## src/rtl/if_id_skid_pkg.sv

```systemverilog
// Shared widths and the skid occupancy encoding for the IF/ID boundary.
// Payload layout, MSB first: {pc, instr, prdt_taken, pc_misalign, bus_err}.
`ifndef PC_WIDTH
`define PC_WIDTH 64
`endif
`ifndef INSTR_WIDTH
`define INSTR_WIDTH 32
`endif
`ifndef INSTR_NOP
`define INSTR_NOP 32'h0000_0013
`endif
`ifndef IF_ID_PAYLOAD_W
`define IF_ID_PAYLOAD_W (PC_W+INSTR_W+3)
`endif

package if_id_skid_pkg;

    // OCC2 means both the output and the skid register hold a bundle.
    typedef enum logic [1:0] {
        OCC0 = 2'd0,
        OCC1 = 2'd1,
        OCC2 = 2'd2
    } occ_e;

endpackage

```

## src/rtl/if_id_skid_pipe_dffr.sv

```systemverilog
// Enable-loaded register with synchronous active-high clear, used for the
// output and skid payload slots of if_id_skid.
module pipe_dffr #(
    parameter int W = 8
) (
    input  logic         clk,
    input  logic         rst,
    input  logic         en,
    input  logic [W-1:0] d,
    output logic [W-1:0] q
);

    logic [W-1:0] data_q;

    always_ff @(posedge clk) begin
        if (rst) begin
            data_q <= '0;
        end else if (en) begin
            data_q <= d;
        end
    end

    assign q = data_q;

endmodule

```

## src/rtl/if_id_skid.sv

```systemverilog
// IF/ID boundary: 2-entry skid buffer with a registered ifu_ready_o and EX flush.
// Optional IF_ID_PERF_CNT_EN adds decode-stall and flush event counters.
`ifndef PC_WIDTH
`define PC_WIDTH 64
`endif
`ifndef INSTR_WIDTH
`define INSTR_WIDTH 32
`endif
`ifndef INSTR_NOP
`define INSTR_NOP 32'h0000_0013
`endif
`ifndef IF_ID_PAYLOAD_W
`define IF_ID_PAYLOAD_W (PC_W+INSTR_W+3)
`endif

module if_id_skid
    import if_id_skid_pkg::*;
#(
    parameter int                 PC_W      = `PC_WIDTH,
    parameter int                 INSTR_W   = `INSTR_WIDTH,
    parameter logic [INSTR_W-1:0] NOP_INSTR = `INSTR_NOP
) (
    input  logic               clk,
    input  logic               rst,
    input  logic               flush_i,
    input  logic               ifu_valid_i,
    output logic               ifu_ready_o,
    input  logic [PC_W-1:0]    ifu_pc_i,
    input  logic [INSTR_W-1:0] ifu_instr_i,
    input  logic               ifu_prdt_taken_i,
    input  logic               ifu_pc_misalign_i,
    input  logic               ifu_bus_err_i,
    output logic               id_valid_o,
    input  logic               id_ready_i,
    output logic [PC_W-1:0]    id_pc_o,
    output logic [INSTR_W-1:0] id_instr_o,
    output logic               id_prdt_taken_o,
    output logic               id_pc_misalign_o,
    output logic               id_bus_err_o
`ifdef IF_ID_PERF_CNT_EN
    ,
    output logic [63:0]        perf_stall_cnt_o,
    output logic [63:0]        perf_flush_cnt_o
`endif
);

    localparam int PAY_W = `IF_ID_PAYLOAD_W;

    // A faulting fetch must never reach decode as a real instruction.
    function automatic logic [PAY_W-1:0] sanitise(
        input logic [PC_W-1:0]    pc,
        input logic [INSTR_W-1:0] instr,
        input logic               prdt,
        input logic               mis,
        input logic               berr
    );
        logic fault;
        fault = mis | berr;
        return {pc, (fault ? NOP_INSTR : instr), (prdt & ~fault), mis, berr};
    endfunction

    occ_e             state_q, state_d;
    logic             ready_q, ready_d;
    logic             out_en, skd_en;
    logic [PAY_W-1:0] cap_pay, out_d, out_pay_q, skd_pay_q;
    logic             acc, pop;

    assign ifu_ready_o = ready_q;
    assign id_valid_o  = (state_q != OCC0);
    assign acc         = ifu_valid_i & ready_q;
    assign pop         = id_valid_o & id_ready_i;
    assign cap_pay     = sanitise(ifu_pc_i, ifu_instr_i, ifu_prdt_taken_i,
                                  ifu_pc_misalign_i, ifu_bus_err_i);

    always_comb begin
        state_d = state_q;
        out_en  = 1'b0;
        skd_en  = 1'b0;
        out_d   = cap_pay;
        if (flush_i) begin
            state_d = OCC0;
        end else begin
            unique case (state_q)
                OCC0: begin
                    if (acc) begin
                        out_en  = 1'b1;
                        state_d = OCC1;
                    end
                end
                OCC1: begin
                    if (acc && pop) begin
                        out_en = 1'b1;
                    end else if (acc) begin
                        skd_en  = 1'b1;
                        state_d = OCC2;
                    end else if (pop) begin
                        state_d = OCC0;
                    end
                end
                OCC2: begin
                    if (pop) begin
                        out_en  = 1'b1;
                        out_d   = skd_pay_q;
                        state_d = OCC1;
                    end
                end
                default: state_d = OCC0;
            endcase
        end
        // Ready depends only on next-cycle state, so no id_ready_i -> ifu_ready_o path.
        ready_d = (state_d != OCC2);
    end

    always_ff @(posedge clk) begin
        if (rst) begin
            state_q <= OCC0;
            ready_q <= 1'b1;
        end else begin
            state_q <= state_d;
            ready_q <= ready_d;
        end
    end

    pipe_dffr #(.W(PAY_W)) u_out_reg (
        .clk (clk),
        .rst (rst),
        .en  (out_en),
        .d   (out_d),
        .q   (out_pay_q)
    );

    pipe_dffr #(.W(PAY_W)) u_skd_reg (
        .clk (clk),
        .rst (rst),
        .en  (skd_en),
        .d   (cap_pay),
        .q   (skd_pay_q)
    );

    assign {id_pc_o, id_instr_o, id_prdt_taken_o, id_pc_misalign_o, id_bus_err_o} = out_pay_q;

`ifdef IF_ID_PERF_CNT_EN
    logic [63:0] stall_cnt_q, stall_cnt_d;
    logic [63:0] flush_cnt_q, flush_cnt_d;

    always_comb begin
        stall_cnt_d = stall_cnt_q + {63'd0, (id_valid_o & ~id_ready_i)};
        flush_cnt_d = flush_cnt_q + {63'd0, (flush_i & id_valid_o)};
    end

    always_ff @(posedge clk) begin
        if (rst) begin
            stall_cnt_q <= '0;
            flush_cnt_q <= '0;
        end else begin
            stall_cnt_q <= stall_cnt_d;
            flush_cnt_q <= flush_cnt_d;
        end
    end

    assign perf_stall_cnt_o = stall_cnt_q;
    assign perf_flush_cnt_o = flush_cnt_q;
`endif

endmodule

```

## config.mk

```make
export PLATFORM = sky130hd
export DESIGN_NAME = if_id_skid
export DESIGN_NICKNAME = d
export VERILOG_FILES = /design/src/rtl/if_id_skid_pkg.sv /design/src/rtl/if_id_skid_pipe_dffr.sv /design/src/rtl/if_id_skid.sv
export SDC_FILE = /design/constraint.sdc
export NUM_CORES = 1
export LEC_CHECK = 0
export CAP_MARGIN = 25
export CORE_AREA = 2 2 156 158
export CTS_BUF_LIST = sky130_fd_sc_hd__clkbuf_16
export CTS_CLUSTER_SIZE = 14
export DETAILED_ROUTE_END_ITERATION = 7
export DIE_AREA = 0 0 158 160
export PLACE_DENSITY_LB_ADDON = 0.3
export SYNTH_ARGS = -nofsm -noshare
export SYNTH_HDL_FRONTEND = slang
export SYNTH_SLANG_ARGS = --single-unit
```

## constraint.sdc

```tcl
create_clock -name clk -period 2.4 [get_ports clk]
set_input_delay 0.36 -clock clk [delete_from_list [all_inputs] [get_ports clk]]
set_output_delay 0.36 -clock clk [all_outputs]
set_load 0.02 [all_outputs]
```

# == Word level (Yosys, flattened, before mapping) ==
# Cells that the tools add are included.
# op_classes
reduce_logical,3
n_mux,19
eq_ne,3
n_bitwise,5
# op_table
cell,count
99-bit 2-to-1 mux,3
32-bit 2-to-1 mux,1
2-bit 2-to-1 mux,6
1-bit 2-to-1 mux,7
2-bit case mux with 3 select lines,1
1-bit AND,3
1-bit case mux with 3 select lines,1
"2-bit by 1-bit == test with 1-bit output, second input constant",1
"2-bit == test, second input constant",1
2-bit logical NOT,1
"2-bit != test, second input constant",1
2-bit nonzero test,1
1-bit logical AND,1
1-bit inverter,1
1-bit bitwise OR,1
# totals
out_inout_bits,101
register_bits,201
inputBits,104

# == Depth between registers and ports, before layout ==
# Gate-level depths: netlist of the first run.
# depth
depth_word,8
ltp_mapped,7
depth_no_buf,4

# == Cells and area by module ==
# Synthesis of the first run repeated with hierarchy kept, for this count alone.
# hier_totals
hier_cells,806
hier_area_um2,8574.5
# by_module_without_submodules
mod,area_each_um2,n_inst,cells_per_inst,seq_area_each_um2
pipe_dffr,3483.3,2,319,1981.9
if_id_skid,1607.8,1,168,60.1

# == Least setup slack after synthesis of the first run ==
# Ideal clock, no wire load.
# synth_timing
kind,register to register
start,reg ready_q (netlist: ifu_ready_o)
end,reg u_skd_reg.data_q[88] (netlist: u_skd_reg.q[88])
stages_incl_launch_ff,8
path_slack_ns,0.560
path_buffers,3
synth_period_minus_slack_ns,1.840
arrival_time_ns,1.707
cell_sequence,dfxtp_1 -> nand2_1 -> or4_1 -> buf_2 -> buf_2 -> buf_2 -> nand2_1 -> a21oi_1
# synth_between
elab_chain_len,5
elab_cells_between_ends,6
cone_classes,4 x mux; 1 x bitwise; 1 x reduce/logical
# synth_rtl
element,line,text
from (decl),if_id_skid.sv:63,"logic ready_q, ready_d;"
from (signal assigned),if_id_skid.sv:120,ready_q <= ready_d;
1-bit AND *,if_id_skid.sv:70,assign acc = ifu_valid_i & ready_q;
1-bit 2-to-1 mux / 1-bit logical AND (equally long branches),"if_id_skid.sv:93, if_id_skid.sv:91",
1-bit 2-to-1 mux *,if_id_skid.sv:91,if (acc && pop) begin
1-bit 2-to-1 mux *,if_id_skid.sv:83,unique case (state_q)
1-bit 2-to-1 mux *,if_id_skid.sv:80,if (flush_i) begin
to (signal assigned),if_id_skid_pipe_dffr.sv:17,data_q <= '0;
to (signal assigned),if_id_skid_pipe_dffr.sv:19,data_q <= d;
to (decl),if_id_skid_pipe_dffr.sv:13,logic [W-1:0] data_q;
# Mark *: on every way between the ends. The rest lies on a longest branch, timed or not.
# A chain may end at the register's enable or synchronous reset.

# == Worst setup path after layout of the first run ==
# layout_timing
start,reg state_q[1]
end,out id_valid_o
# layout_between
elab_chain_len,1
# layout_rtl
element,line,text
from (decl),if_id_skid.sv:62,"occ_e state_q, state_d;"
from (signal assigned),if_id_skid.sv:119,state_q <= state_d;
2-bit nonzero test,if_id_skid.sv:69,assign id_valid_o = (state_q != OCC0);
to (decl),if_id_skid.sv:33,"output logic id_valid_o,"
# No other way between the ends.

==> run metrics, run 1 <==
element type at the critical path end=output pin; sequential area share after synthesis=50.8%; crit path buf inv count=1; CORE AREA=23,800 sq um; Synth Area per Inst=7.85 sq um; fraction of registers with async set or reset after synthesis=0%; number of clock sinks=201; total length of routed met2 wires=10,300 microns; Placement Rows=57; H-tree levels=1; fraction of final layout cells with drive strength greater than 1=5.48%; Max-cap violations=0; post-synthesis instance area=~7900 sq um; LEAKAGE=~0.0038 uW; Setup Crit Path Kind=reg -> out; setup repair after global routing missed its margin=false; number of pins with negative max-slew slack in the final report=0; hold-fix buffers at CTS=0; top-count cell post-synth=nand2_1; synth cell count leaders=325 x nand2_1, 201 x dfxtp_1, 101 x nor2_1; ANT nets after route=0; All-Layer GR Usage=16.8%; final weighted congestion in routability-driven placement=0.739; worst setup path startpoint=state_q[1]$_SDFF_PP0_; number of global-route vias before repair=6,837; portion of synthesized cell area occupied by the leading cell type=50.8%; Clock Skew=approximately 0.010 ns; CTS clk-pin slew, worst paths=about 0.06 ns; total of flip-flops plus latches after synthesis=201; antenna fix cells=0; Switching Fraction=24.8%; largest vdd supply drop=424 uV; slew of the pin with the lowest slew margin=0.805 ns; number of endpoints failing setup at the final stage=0; CTS Root Buffer Type=clkbuf_16; number of hold violations in the final report=0; cts bufs inserted=23; Yosys Warn Count=0; Overflow after GRT=0; slowest stage cell on the critical path=clkdlybuf4s50_1; period utilisation layout=92.4%; Cells after Synth=1,009; count of cells resized by post-cts repair=0; area added between synthesis and finish=39.3%; count of pins on the block boundary=205; clock group share of total power=41.4%; wire length of the first global-routing pass=35,100 microns; highest attainable clock frequency=451 MHz; 1st-pass router iterations=5; crit start category=flip-flop; via count=around 7,500; total met3 wirelength after detailed routing=about 1600 microns; P per Cell Area=718 nW/um^2; Skew-Pair Late Insertion Delay=roughly 0.50 ns; number of buffers on the longest clock path=3; Final Hold Slack=0.384 ns; startpoint of the worst register-to-register path=state_q[1]$_SDFF_PP0_; family with the most delay on the worst path=buffers and inverters; DIE HEIGHT=160 microns; critical path required time=2.04 ns; number of enable flip-flop cells after synthesis=0; maximum cell stage delay along the critical path=between 0.6 and 0.7 ns; top_reg_cell synth=dfxtp_1; headroom to the max-slew limit=46.3%; total length of routed wires=22,100 microns; crit-path cells=or2_2, clkdlybuf4s50_1; number of vias per cell=just under 5; Routed wire per std cell=14.6 microns; power share of the sequential group=45.0%; share of power burned in combinational logic=13.5%; CP Data Arrival Time=1.86 ns; Internal Power=between 5000 and 6000 uW; Total Die Area=between 20,000 and 30,000 sq um; DRT met1 WL=9820 microns; outcome=complete, no violations; clock tree from TritonCTS=built; crit path time final=between 2 and 2.5 ns; 1st-iter DRT viols=428; total negative setup slack=0 ns; critical path fanouts, max=10; Overall Power=just under 8000 uW; net load switching power=1970 uW; post-synthesis net count=about 1,100; hold path startpoint=rst; HP Class=in -> reg; number of unique standard cell types used by synthesis=27; number of port buffers=204; maximum number of pins on one net before global-route repair=102; antenna violations before repair=0; cell taking the most area after synthesis=dfxtp_1; uppermost layer routed=met4; Detailed Place HPWL=13,700 microns; number of setup buffers added after CTS=0; count of nets after finishing=1,274; Die X-Extent=~160 microns; starting utilization of the core area=33.3%; number of design rule violations left after detail routing=0; leading cell types by total area after synthesis=dfxtp_1 51%, nand2_1 15%, a311oi_1 11%
-- registers in the layout, summed over array words and instances, names as in the netlist --
name         flops
ifu_ready_o      1
u_out_reg.q     99
state_q          2
u_skd_reg.q     99
-- final timing paths --
path / cells past startpoint / to / slack, ns
worst max-delay path: 2 / id_valid_o / 0.18
worst min-delay path: 2 / u_skd_reg.q[55]$_SDFFE_PP0P_ / 0.38
worst min register to register: 2 / u_skd_reg.q[92]$_SDFFE_PP0P_ / 0.45
worst max register to register: 5 / u_out_reg.q[2]$_SDFFE_PP0P_ / 0.47
-- power by group through the flow --
stage / sequential [uW] / clock, uW / combinational [uW]
finish: 3570 / 3280 / 1070
global route: 3590 / 3520 / 1160
CTS: 3570 / 3390 / 1080
detailed placement: 3640 / 0 / 1080
global placement: 3640 / 0 / 1070
floorplan: 3790 / 0 / 364
-- layer usage --
metal,track usage [%],up-vias
li1,-,3775
met1,22.5,3488
met2,27.4,209
met3,4.18,23
met4,3.93,0
met5,0,-
-- through the flow --
step	utilization (%)	instance area (sq um)	cells	setup slack (ns)
floorplan	-	7920	1009	0.560
global placement	43.4	10300	1469	0.181
detailed placement	43.4	10300	1469	0.0494
CTS	46.3	11000	1510	0.162
global route	46.3	11000	1510	0.0832
finish	46.3	11000	1510	0.182
-- layout by cell type, fill, tap and decap left out, drive strengths merged --
master / count
and3b: 1
or2: 2
nor4: 2
and3: 1
nand2b: 5
nand3: 60
bufinv: 2
a21oi: 100
nand3b: 1
or3: 3
nand4b: 1
o211ai: 3
clkinv: 10
nand4bb: 1
o21bai: 1
clkbuf: 23
nor3: 6
a31oi: 1
nor2: 102
or4: 2
buf: 26
nand2: 325
dfxtp: 201
clkdlybuf4s50: 203
mux2i: 1
inv: 6
a311oi: 97
-- cell type report --
cell class / count / area, sq um
Tap cell: 324 / 405
Multi-Input combinational cell: 715 / 3520
Clock inverter: 18 / 126
Sequential cell: 201 / 4020
Clock buffer: 23 / 576
Fill cell: 2369 / 12800
Timing Repair Buffer: 229 / 2380
-- worst reg2reg max path, delay by kind of cell, from the launching register on --
family | cells | cell delay, ns
AO/OA/AOI/OAI | 2 | 0.64
buffers and inverters | 1 | 0.37
AND/OR/NAND/NOR | 2 | 0.29
flip-flops | 1 | 0.53
-- kinds of logic (layout without fill, tap and decap cells) --
family	Yosys count	after routing	synth area share (%)
simple gates	512	512	26.3
buf+inv	93	270	5.15
mux	1	1	0.126
flops	201	201	50.8
compound gates	202	202	17.6
(Power assumes the default switching activity.)
==> inputs of run 2 (changes only) <==
--- a/config.mk
+++ b/config.mk
@@ -6,11 +6,12 @@
 export NUM_CORES = 1
 export LEC_CHECK = 0
 export CAP_MARGIN = 25
-export CORE_AREA = 2 2 156 158
+export CORE_AREA = 2 2 133 186
 export CTS_BUF_LIST = sky130_fd_sc_hd__clkbuf_16
 export CTS_CLUSTER_SIZE = 14
 export DETAILED_ROUTE_END_ITERATION = 7
-export DIE_AREA = 0 0 158 160
+export DIE_AREA = 0 0 135 188
+export MAX_ROUTING_LAYER = met4
 export PLACE_DENSITY_LB_ADDON = 0.3
 export SYNTH_ARGS = -nofsm -noshare
 export SYNTH_HDL_FRONTEND = slang
==> run metrics, run 2 (synthesis gave the netlist of run 1 again) <==
setup repair after global routing missed its margin=false; count of nets after finishing=1,272 (-0.16%); Setup Crit Path Kind=reg -> out; CTS Root Buffer Type=clkbuf_16; total negative setup slack=0 ns (unchanged); CP Data Arrival Time=1.79 ns (-0.07 ns); Detailed Place HPWL=14,200 microns (+3.2%); leading cell type in the layout, fill and taps excluded=nand2_1; cts bufs inserted=21 (-8.7%); headroom to the max-slew limit=55.3% (+9.0 points); LEAKAGE=0.00373 uW (-0.88%); DIE HEIGHT=188 microns (+18%); maximum number of pins on one net before global-route repair=87 (-15%); area of all placed cells without fillers=11,000 sq um (-0.59%); number of pins with negative max-slew slack in the final report=0 (unchanged); number of port buffers=204 (unchanged); hold-fix buffers at CTS=0 (unchanged); largest vdd supply drop=397 uV (-6.2%); count of cells resized by post-cts repair=0 (unchanged); most frequent cells in the layout=325 x nand2_1, 203 x clkdlybuf4s50_1, 201 x dfxtp_1; final weighted congestion in routability-driven placement=0.753 (+1.9%); wire length of the first global-routing pass=35,700 microns (+1.5%); fraction of final layout cells with drive strength greater than 1=5.25% (-0.23 points); Max-cap violations=0 (unchanged); number of hold violations in the final report=0 (unchanged); count of pins on the block boundary=205 (unchanged); critical path required time=2.04 ns (about the same); highest attainable clock frequency=465 MHz (+3.0%); Die X-Extent=135 microns (-15%); number of clock sinks=201 (unchanged); number of setup buffers added after CTS=0 (unchanged); CTS clk-pin slew, worst paths=0.06 ns (about the same); ANT nets after route=0 (unchanged); starting utilization of the core area=33.3% (about the same); clock tree from TritonCTS=built; area added between synthesis and finish=38.5%; slew of the pin with the lowest slew margin=0.670 ns (-0.135 ns); Clock Skew=0.0104 ns (-0.0000519 ns); Placement Rows=67 (+18%); via count=7,386 (-1.5%); number of buffers on the longest clock path=3 (unchanged); element type at the critical path end=output pin; total length of routed wires=22,100 microns (+0.13%); Final Hold Slack=0.361 ns (-0.0233 ns); number of non-filler instances in the completed layout=1,492 (-1.2%); H-tree levels=1 (unchanged); 1st-iter DRT viols=402 (-6.1%); outcome=complete, no violations; All-Layer GR Usage=17.6% (+0.74 points); antenna violations before repair=1 (+1); period utilisation layout=89.7% (-2.7 points); number of endpoints failing setup at the final stage=0 (unchanged); P per Cell Area=694 nW/um^2 (-3.3%); 1st-pass router iterations=4 (-1); number of vias per cell=4.95 (-0.27%); Total Die Area=25,400 sq um (+0.40%); crit path time final=2.15 ns (-0.0648 ns); crit start category=flip-flop; number of design rule violations left after detail routing=0 (unchanged); final core utilization=46.1% (-0.25 points); Post-DP Area=10,400 sq um (+0.19%); CORE AREA=23,800 sq um (about the same); number of global-route vias before repair=6,841 (+0.059%); HP Class=in -> reg; Inst Count DP=1,455 (-0.95%); Overflow after GRT=0 (unchanged); critical path fanouts, max=10 (unchanged); Skew-Pair Late Insertion Delay=0.49 ns (about the same); Routed wire per std cell=14.8 microns (+1.3%)
run 2: path summary, 6_finish.rpt:
check,startpoint,endpoint,slack [ns],cells past startpoint
max,state_q[1]$_SDFF_PP0_,id_valid_o,0.25,2
min,rst,u_skd_reg.q[55]$_SDFFE_PP0P_,0.36,2
max reg2reg,state_q[1]$_SDFF_PP0_,u_out_reg.q[56]$_SDFFE_PP0P_,0.53,5
min reg2reg,u_skd_reg.q[90]$_SDFFE_PP0P_,u_skd_reg.q[90]$_SDFFE_PP0P_,0.45,2
run 2: critical path: stages, from the launching register on:
cell             delay (ns)
dfxtp_1                0.52
or2_2                  0.19
clkdlybuf4s50_1        0.60
run 2: report_power, final:
group	switching [uW]	leakage, uW	internal (uW)	total [uW]
clock	1270	0.000322	1690	2960
sequential	87.7	0.00164	3480	3570
combinational	546	0.00177	539	1080
total	1910	0.00373	5710	7620
run 2: layout make-up:
cell class / instances / area (sq um)
antenna: 1 / 2.50
timing repair buffer: 229 / 2420
clock buffer: 21 / 526
tap: 310 / 388
sequential: 201 / 4020
fill: 2373 / 12800
multi-input combinational: 715 / 3520
clock inverter: 15 / 88.8
run 2: through the flow:
step | power [uW] | setup WS, ns
after floorplan | 4150 | 0.560
after global placement | 4730 | 0.183
after detailed placement | 4740 | 0.101
after CTS | 7720 | 0.215
after global routing | 7960 | 0.162
final | 7620 | 0.247
run 2: routing by layer:
metal | vias up | GRT usage [%] | wire [microns]
li1 | 3761 | - | -
met1 | 3399 | 21.8 | 9340
met2 | 190 | 29.3 | 11000
met3 | 36 | 2.24 | 1110
met4 | 0 | 6.13 | 660
met5 | - | - | 0
